## src/rtl/nash_driver.sv

```systemverilog
// nash_driver: time-step sequencer for a single LIF neuron core.
//
//   state   | meaning
//   --------+--------------------------------------------------------------
//   IDLE    | waiting for start; control word is zero
//   CLEAR   | neuron clear command (control = 0x0001)
//   WAIT_EV | ev_ready high, waiting for the next weighted input event
//   INTEG   | integrate command carrying a fresh tag, wspike = event weight
//   LEAK    | leak/fire command; spike and V are sampled this cycle
//   DONE    | one-cycle done pulse, then back to IDLE
//
// Every output is registered. The output decode runs on the next state, so
// the word a state presents is visible during the cycle the FSM sits in that
// state. The neuron sees the command for the whole of that cycle.
module nash_driver #(
  parameter int W_WIDTH   = 16,
  parameter int VM_WIDTH  = 31,
  parameter int CNT_WIDTH = 16
) (
  input  logic                 clk,
  input  logic                 resetn,
  input  logic                 start,
  input  logic [CNT_WIDTH-1:0] num_steps,
  input  logic                 ev_valid,
  output logic                 ev_ready,
  input  logic [W_WIDTH-1:0]   ev_weight,
  input  logic                 ev_last,
  output logic [W_WIDTH-1:0]   wspike,
  output logic [15:0]          control,
  input  logic                 spike,
  input  logic [VM_WIDTH-1:0]  membrane_potential,
  output logic                 busy,
  output logic                 done,
  output logic                 spike_out,
  output logic [CNT_WIDTH-1:0] spike_count,
  output logic [CNT_WIDTH-1:0] step_count,
  output logic [VM_WIDTH-1:0]  last_vm
);

  typedef enum logic [2:0] {
    S_IDLE    = 3'd0,
    S_CLEAR   = 3'd1,
    S_WAIT_EV = 3'd2,
    S_INTEG   = 3'd3,
    S_LEAK    = 3'd4,
    S_DONE    = 3'd5
  } state_t;

  localparam logic [7:0] CMD_CLEAR = 8'h01;
  localparam logic [7:0] CMD_INTEG = 8'h02;
  localparam logic [7:0] CMD_LEAK  = 8'h04;

  state_t               state_q, state_d;
  logic [CNT_WIDTH-1:0] num_steps_q, num_steps_d;
  logic [CNT_WIDTH-1:0] spike_count_q, spike_count_d;
  logic [CNT_WIDTH-1:0] step_count_q, step_count_d;
  logic [VM_WIDTH-1:0]  last_vm_q, last_vm_d;
  logic [7:0]           tag_q, tag_d;
  logic                 last_ev_q, last_ev_d;
  logic [W_WIDTH-1:0]   wspike_q, wspike_d;
  logic [15:0]          control_q, control_d;
  logic                 ev_ready_q, ev_ready_d;
  logic                 busy_q, busy_d;
  logic                 done_q, done_d;
  logic                 spike_out_q, spike_out_d;
  logic                 ev_hs;

  // ev_ready_q is only ever high while sitting in WAIT_EV
  assign ev_hs = ev_valid & ev_ready_q;

  // Next-state, counters, tag and event latch
  always_comb begin
    state_d       = state_q;
    num_steps_d   = num_steps_q;
    spike_count_d = spike_count_q;
    step_count_d  = step_count_q;
    last_vm_d     = last_vm_q;
    tag_d         = tag_q;
    last_ev_d     = last_ev_q;
    wspike_d      = wspike_q;
    spike_out_d   = 1'b0;

    unique case (state_q)
      S_IDLE: begin
        if (start) begin
          state_d       = S_CLEAR;
          num_steps_d   = num_steps;
          spike_count_d = '0;
          step_count_d  = '0;
          tag_d         = '0;
        end
      end
      S_CLEAR: begin
        state_d = (num_steps_q != '0) ? S_WAIT_EV : S_DONE;
      end
      S_WAIT_EV: begin
        if (ev_hs) begin
          // pre-increment: the first integrate after CLEAR carries tag 1,
          // never equal to the neuron's post-clear tag of 0
          tag_d     = tag_q + 8'd1;
          wspike_d  = ev_weight;
          last_ev_d = ev_last;
          state_d   = S_INTEG;
        end
      end
      S_INTEG: begin
        state_d = last_ev_q ? S_LEAK : S_WAIT_EV;
      end
      S_LEAK: begin
        last_vm_d = membrane_potential;
        if (spike) begin
          spike_out_d = 1'b1;
          if (spike_count_q != {CNT_WIDTH{1'b1}}) begin
            spike_count_d = spike_count_q + 1'b1;
          end
        end
        step_count_d = step_count_q + 1'b1;
        state_d      = (step_count_d == num_steps_q) ? S_DONE : S_WAIT_EV;
      end
      S_DONE: begin
        state_d = S_IDLE;
      end
      default: begin
        state_d = S_IDLE;
      end
    endcase
  end

  // Registered output decode from the state being entered
  always_comb begin
    control_d  = '0;
    ev_ready_d = 1'b0;
    done_d     = 1'b0;
    busy_d     = (state_d != S_IDLE);

    unique case (state_d)
      S_CLEAR:   control_d  = {8'h00, CMD_CLEAR};
      S_WAIT_EV: begin
        control_d  = {tag_d, 8'h00};
        ev_ready_d = 1'b1;
      end
      S_INTEG:   control_d  = {tag_d, CMD_INTEG};
      S_LEAK:    control_d  = {tag_d, CMD_LEAK};
      S_DONE:    done_d     = 1'b1;
      default:   control_d  = '0;
    endcase
  end

  // State and output registers; resetn abandons any run in progress
  always_ff @(posedge clk) begin
    if (!resetn) begin
      state_q       <= S_IDLE;
      num_steps_q   <= '0;
      spike_count_q <= '0;
      step_count_q  <= '0;
      last_vm_q     <= '0;
      tag_q         <= '0;
      last_ev_q     <= 1'b0;
      wspike_q      <= '0;
      control_q     <= '0;
      ev_ready_q    <= 1'b0;
      busy_q        <= 1'b0;
      done_q        <= 1'b0;
      spike_out_q   <= 1'b0;
    end else begin
      state_q       <= state_d;
      num_steps_q   <= num_steps_d;
      spike_count_q <= spike_count_d;
      step_count_q  <= step_count_d;
      last_vm_q     <= last_vm_d;
      tag_q         <= tag_d;
      last_ev_q     <= last_ev_d;
      wspike_q      <= wspike_d;
      control_q     <= control_d;
      ev_ready_q    <= ev_ready_d;
      busy_q        <= busy_d;
      done_q        <= done_d;
      spike_out_q   <= spike_out_d;
    end
  end

  assign ev_ready    = ev_ready_q;
  assign wspike      = wspike_q;
  assign control     = control_q;
  assign busy        = busy_q;
  assign done        = done_q;
  assign spike_out   = spike_out_q;
  assign spike_count = spike_count_q;
  assign step_count  = step_count_q;
  assign last_vm     = last_vm_q;

endmodule

```

## config.mk

```make
export PLATFORM = sky130hd
export DESIGN_NAME = nash_driver
export DESIGN_NICKNAME = d
export VERILOG_FILES = /design/src/rtl/nash_driver.sv
export SDC_FILE = /design/constraint.sdc
export NUM_CORES = 1
export LEC_CHECK = 0
export ABC_AREA = 1
export BUFFER_PORTS_ARGS = -buffer_cell sky130_fd_sc_hd__buf_4
export CORE_MARGIN = 5
export CORE_UTILIZATION = 48
export DETAILED_ROUTE_END_ITERATION = 6
export PLACE_DENSITY = 0.81
export SLEW_MARGIN = 20
export SYNTH_ARGS = -nofsm -noshare
export SYNTH_HDL_FRONTEND = slang
export SYNTH_SLANG_ARGS = --single-unit
```

## constraint.sdc

```tcl
create_clock -name clk -period 2.8 [get_ports clk]
set_clock_uncertainty 0.05 [all_clocks]
set_input_delay 0.84 -clock clk [delete_from_list [all_inputs] [get_ports clk]]
set_output_delay 0.84 -clock clk [all_outputs]
set_load 0.01 [all_outputs]
```

## After elaboration in Yosys (flattened, before gate mapping)

Cells that the tools add are included.

| word-level totals | value |
|---|---|
| register bits after elaboration | 127 |
| bits of input ports | 69 |
| output and inout port bits | 99 |
| word-level logic and storage cells | 58 |

| operators by class | value |
|---|---|
| add/subtract/negate cells | 3 |
| eq/ne operators | 14 |
| mux-type cells | 18 |
| bitwise logic cells | 1 |
| reductions and logical operators | 9 |

Operators by type and width:

| kind | count |
|---|---|
| 16-bit case mux with 2 select lines | 2 |
| 16-bit case mux with 4 select lines | 1 |
| 16-bit 2-to-1 mux | 3 |
| 16-bit by 1-bit adder with 16-bit output, second input constant | 2 |
| 16-bit == test | 1 |
| 8-bit 2-to-1 mux | 2 |
| 16-bit inequality test, second input constant | 1 |
| 8-bit case mux with 2 select lines | 1 |
| 16-bit nonzero test | 1 |
| 3-bit 2-to-1 mux | 5 |
| 3-bit case mux with 5 select lines | 1 |
| 3-bit by 2-bit == test with 1-bit output, second input constant | 4 |
| 3-bit == test, second input constant | 3 |
| 8-bit by 1-bit adder with 8-bit output, second input constant | 1 |
| 2-bit AND reduction | 4 |
| 3-bit by 1-bit == test with 1-bit output, second input constant | 2 |
| 2-bit inequality test, second input constant | 3 |
| 4-bit AND reduction | 1 |
| 3-bit logical NOT | 1 |
| 1-bit 2-to-1 mux | 3 |
| 3-bit nonzero test | 1 |
| 2-bit nonzero test | 1 |
| 1-bit bitwise AND | 1 |

## Depth between registers and ports, before layout

| logic depth | value |
|---|---|
| word-level depth | 6 |
| gate-level depth with buffers | 15 |
| depth with buffers taken out | 15 |

## Worst setup path after synthesis

Ideal clock, no wire load.

| timing | value |
|---|---|
| path kind | reg2reg |
| start point | reg step_count_q[0] (netlist: step_count[0]) |
| end point | reg control_q[12] (netlist: control[12]) |
| library setup time | 0.109 ns |
| data arrival time | 1.833 ns |
| data required time | 2.641 ns |
| path slack | 0.807 ns |
| cell stages (with the launch flop) | 13 |
| buffers on the path | 0 |
| clock period less this slack | 1.993 ns |
| path through | dfxtp_1 > ha_1 > nand2_1 > nor2_4 > nand3_1 > xor3_1 > nand2_1 > nor2_1 > nand3_2 > a21oi_4 > nand2_4 > nand2_1 > inv_1 |

| between the ends | value |
|---|---|
| longest elaborated chain between the ends | 6 |
| elaborated cells on any way between the ends | 9 |
| classes of those cells | 1 x add/sub; 5 x eq/ne; 3 x mux |

Ends and longest elaborated chain:

| element | line | RTL |
|---|---|---|
| start, declared | 56 | `logic [CNT_WIDTH-1:0] step_count_q, step_count_d;` |
| start signal, assigned | 169 | `step_count_q <= step_count_d;` |
| 16-bit by 1-bit adder with 16-bit output * | 117 | `step_count_d = step_count_q + 1'b1;` |
| 16-bit == test * | 118 | `state_d = (step_count_d == num_steps_q) ? S_DONE : S_WAIT_EV;` |
| 3-bit 2-to-1 mux * | 118 |  |
| 3-bit case mux with 5 select lines * | 83 | `unique case (state_q)` |
| 3-bit == test (tied with other cells) | 136 | `unique case (state_d)` |
| 16-bit case mux with 4 select lines * | 136 |  |
| end signal, assigned | 174 | `control_q <= control_d;` |
| end, declared | 61 | `logic [15:0] control_q, control_d;` |

Every way passes the cells marked *; elsewhere a longest branch is shown, timed or not.
A chain may end at the register's enable or synchronous reset.

## Final worst setup path

| timing | value |
|---|---|
| start point | reg step_count_q[0] (netlist: step_count[0]) |
| end point | reg control_q[11] (netlist: control[11]) |

Same word-level chain as after synthesis.

==> flow_metrics.env <==
export IMPL_wire_per_inst_um=14.0
export IMPL_ys_seq_elements=122
export IMPL_final_cells=1075
export IMPL_dp_cells=1043
export IMPL_detailed_place_hpwl_mm=11.0
export IMPL_grt_pass1_wl_mm=24.3
export IMPL_internal_power_w=0.00326
export IMPL_finalNetCount=994
export IMPL_placementRows=38
export IMPL_die_area_sq_um=13400
export IMPL_power_frac_clock_pct=49.7
export IMPL_clkTransAtPathRegs_ps=60
export IMPL_cp_start_kind="register"
export IMPL_yosysMostFrequentCell="nand2_1"
export IMPL_final_setup_tns_ps=0
export IMPL_postCtsSetupRepairBufs=0
export IMPL_viasPerCell=5.12
export IMPL_critPathArrivalTime_ps=2550
export IMPL_power_density_nw_per_um2=590
export IMPL_fin_util_pct=66.8
export IMPL_drive_above_1_share_pct=24.2
export IMPL_swShare_pct=24.3
export IMPL_drv_cap=0
export IMPL_vias=5508
export IMPL_period_needed_ps=2290
export IMPL_syn_area_sq_um=5380
export IMPL_seq_power_share_pct=42.0
export IMPL_synth_area_top_cells="dfxtp_1 45%, nand2_1 9.8%, nor2_1 9.5%, o21ai_0 6.7%, inv_1 5.4%"
export IMPL_hold_buffers=0
export IMPL_worst_path_max_delay_cell="dfxtp_1"
export IMPL_cts_root_buf="clkbuf_16"
export IMPL_rsz0062_at_grt="no"
export IMPL_synth_area_per_cell_sq_um=7.08
export IMPL_synth_edf_count=0
export IMPL_grt_overflow=0
export IMPL_grt_max_degree=40
export IMPL_core_sq_um=10900
export IMPL_ant_nets=0
export IMPL_combPwrFrac_pct=8.2
export IMPL_synth_cell_types=41
export IMPL_pin_count=168
export IMPL_vdd_drop_max_uv=601
export IMPL_cellLeakagePower_nw=3.32
export IMPL_gp_congestion=0.885
export IMPL_netlist_instances=760
export IMPL_power_switching_w=0.00105
export IMPL_hold_viol_final=0
export IMPL_insertion_delay_ps=410
export IMPL_drt_wl_total_mm=15.0
export IMPL_firstDrtPassIters=5
export IMPL_period_share_pct=81.7
export IMPL_synth_area_leader_cell="dfxtp_1"
export IMPL_cp_end_kind="register"
export IMPL_port_buffers=162
export IMPL_antenna_found_initial=0
export IMPL_cpMostUsedCell="nand2_1"
export IMPL_fillerInstances=1007
export IMPL_yosysTopAreaCellShare_pct=45.4
export IMPL_max_stage_delay_ps=420
export IMPL_setup_viol=0
export IMPL_yosysSeqAreaShare_pct=45.4
export IMPL_ctsResizeCount=0
export IMPL_place_area_sq_um=6720
export IMPL_grt_use_total_pct=22.9
export IMPL_crit_fanout=8
export IMPL_ctsLongestPathBuffers=2
export IMPL_drtIter0Drc=279
export IMPL_ys_warnings_count=0
export IMPL_status="completed"
export IMPL_p_total_w=0.00431
export IMPL_numCtsBuffers=17
export IMPL_grt_pass1_vias=5173
export IMPL_die_h_um=116
export IMPL_start_util_pct=49.2
export IMPL_route_detailed_drc=0
export IMPL_path_class="register to register"
export IMPL_diodes=0
export IMPL_slew_viol_final=0
export IMPL_clock_sinks=122
export IMPL_hold_path_class="register to register"
export IMPL_synth_ff_type="dfxtp_1"
export IMPL_ctsHtreeMaxLevel=4
export IMPL_path_cells="ha_1 -> nand2_1 -> nor2_4 -> nand3b_1 -> nand2_1 -> nand2_1 -> nand2_1 -> nand3_1 -> nor2_1 -> nand3_2 -> a21oi_4 -> nand2_4 -> nand2_1 -> inv_1"
export IMPL_clock_fmax_mhz=437
export IMPL_dieWidth_um=116
export IMPL_cp_required_ps=3070
export IMPL_cts_tree="built"
export IMPL_synthArstFlopShare_pct=0
export IMPL_area_delta_synth_final_pct=35.7
export IMPL_ys_top_cells_by_count="140 x nand2_1, 136 x nor2_1, 122 x dfxtp_1, 77 x inv_1, 72 x o21ai_0"
export IMPL_finalInstanceArea_sq_um=7310
==> cells in the final DEF (no fill, tap or decap), drive strengths merged, types with 2 or more instances in the layout <==
cell	instances
a211oi	3
a21oi	44
a31oi	3
buf	173
bufinv	2
clkbuf	18
clkinv	6
clkinvlp	8
conb	5
dfxtp	122
ha	3
inv	78
nand2	146
nand3	58
nand3b	3
nand4	8
nor2	144
nor3	12
nor3b	5
nor4	7
o211a	2
o21ai	73
xnor2	2
xor2	2
==> state kept, by name, summed over array words and instances (netlist names) <==
| register | flops |
|---|---|
| num_steps_q | 16 |
| tag_q | 8 |
| step_count | 16 |
| last_vm | 31 |
| state_q | 3 |
| busy | 1 |
| ev_ready | 1 |
| done | 1 |
| spike_out | 1 |
| last_ev_q | 1 |
| wspike | 16 |
| spike_count | 16 |
| control | 11 |
==> per-stage QoR <==
step / hold slack, ps / worst slack (ps)
after floorplan: 394 / 807
after global placement: 409 / 547
after detailed placement: 416 / 479
after CTS: 424 / 492
after global routing: 456 / 260
final: 427 / 513
==> cell families after synthesis <==
group,Yosys count,synth area share [%]
compound gates,130,12.9
xor+xnor,5,1.09
fa+ha+maj,3,0.697
buf+inv,114,8.44
flops,122,45.4
other cells,1,0.0697
simple gates,385,31.4
==> power by group through the flow <==
stage / sequential, W / clock [W] / combinational, W
floorplan: 0.00184 / 0 / 0.000202
global placement: 0.00185 / 0 / 0.000347
detailed placement: 0.00185 / 0 / 0.000354
CTS: 0.00181 / 0.00217 / 0.000355
global route: 0.00182 / 0.00227 / 0.000394
finish: 0.00181 / 0.00214 / 0.000354
==> routing by layer <==
layer / global-route usage, % / part of all wire, %
met3: 11.2 / 11
met2: 38.7 / 48
met1: 25.2 / 39
met4: 7.81 / 1.8
met5: 0 / 0
==> path summary, 6_finish.rpt <==
check	start	end	slack, ps	cells past startpoint
worst max-delay path	step_count[0]	control[11]	510	14
worst min-delay path	last_ev_q	last_ev_q	430	2
worst max register to register	step_count[0]	control[11]	510	14
worst min register to register	last_ev_q	last_ev_q	430	2
==> critical path, delay by kind of cell, from the launching register on <==
kind	cells	cell delay, ps
compound gates	1	170
fa+ha+maj	1	220
simple gates	11	1280
buf+inv	1	30
flops	1	420
==> area by class of cell <==
type | instances | area (sq um) | area share [%]
flip-flops and latches | 122 | 2440 | 33.4
clock buffers | 18 | 439 | 6.01
repair buffers | 173 | 1300 | 17.8
inverters | 80 | 302 | 4.13
well taps | 140 | 175 | 2.40
multi-input cells | 528 | 2500 | 34.2
clock inverters | 14 | 148 | 2.02
Note: power is estimated with default switching activity, not from simulation.
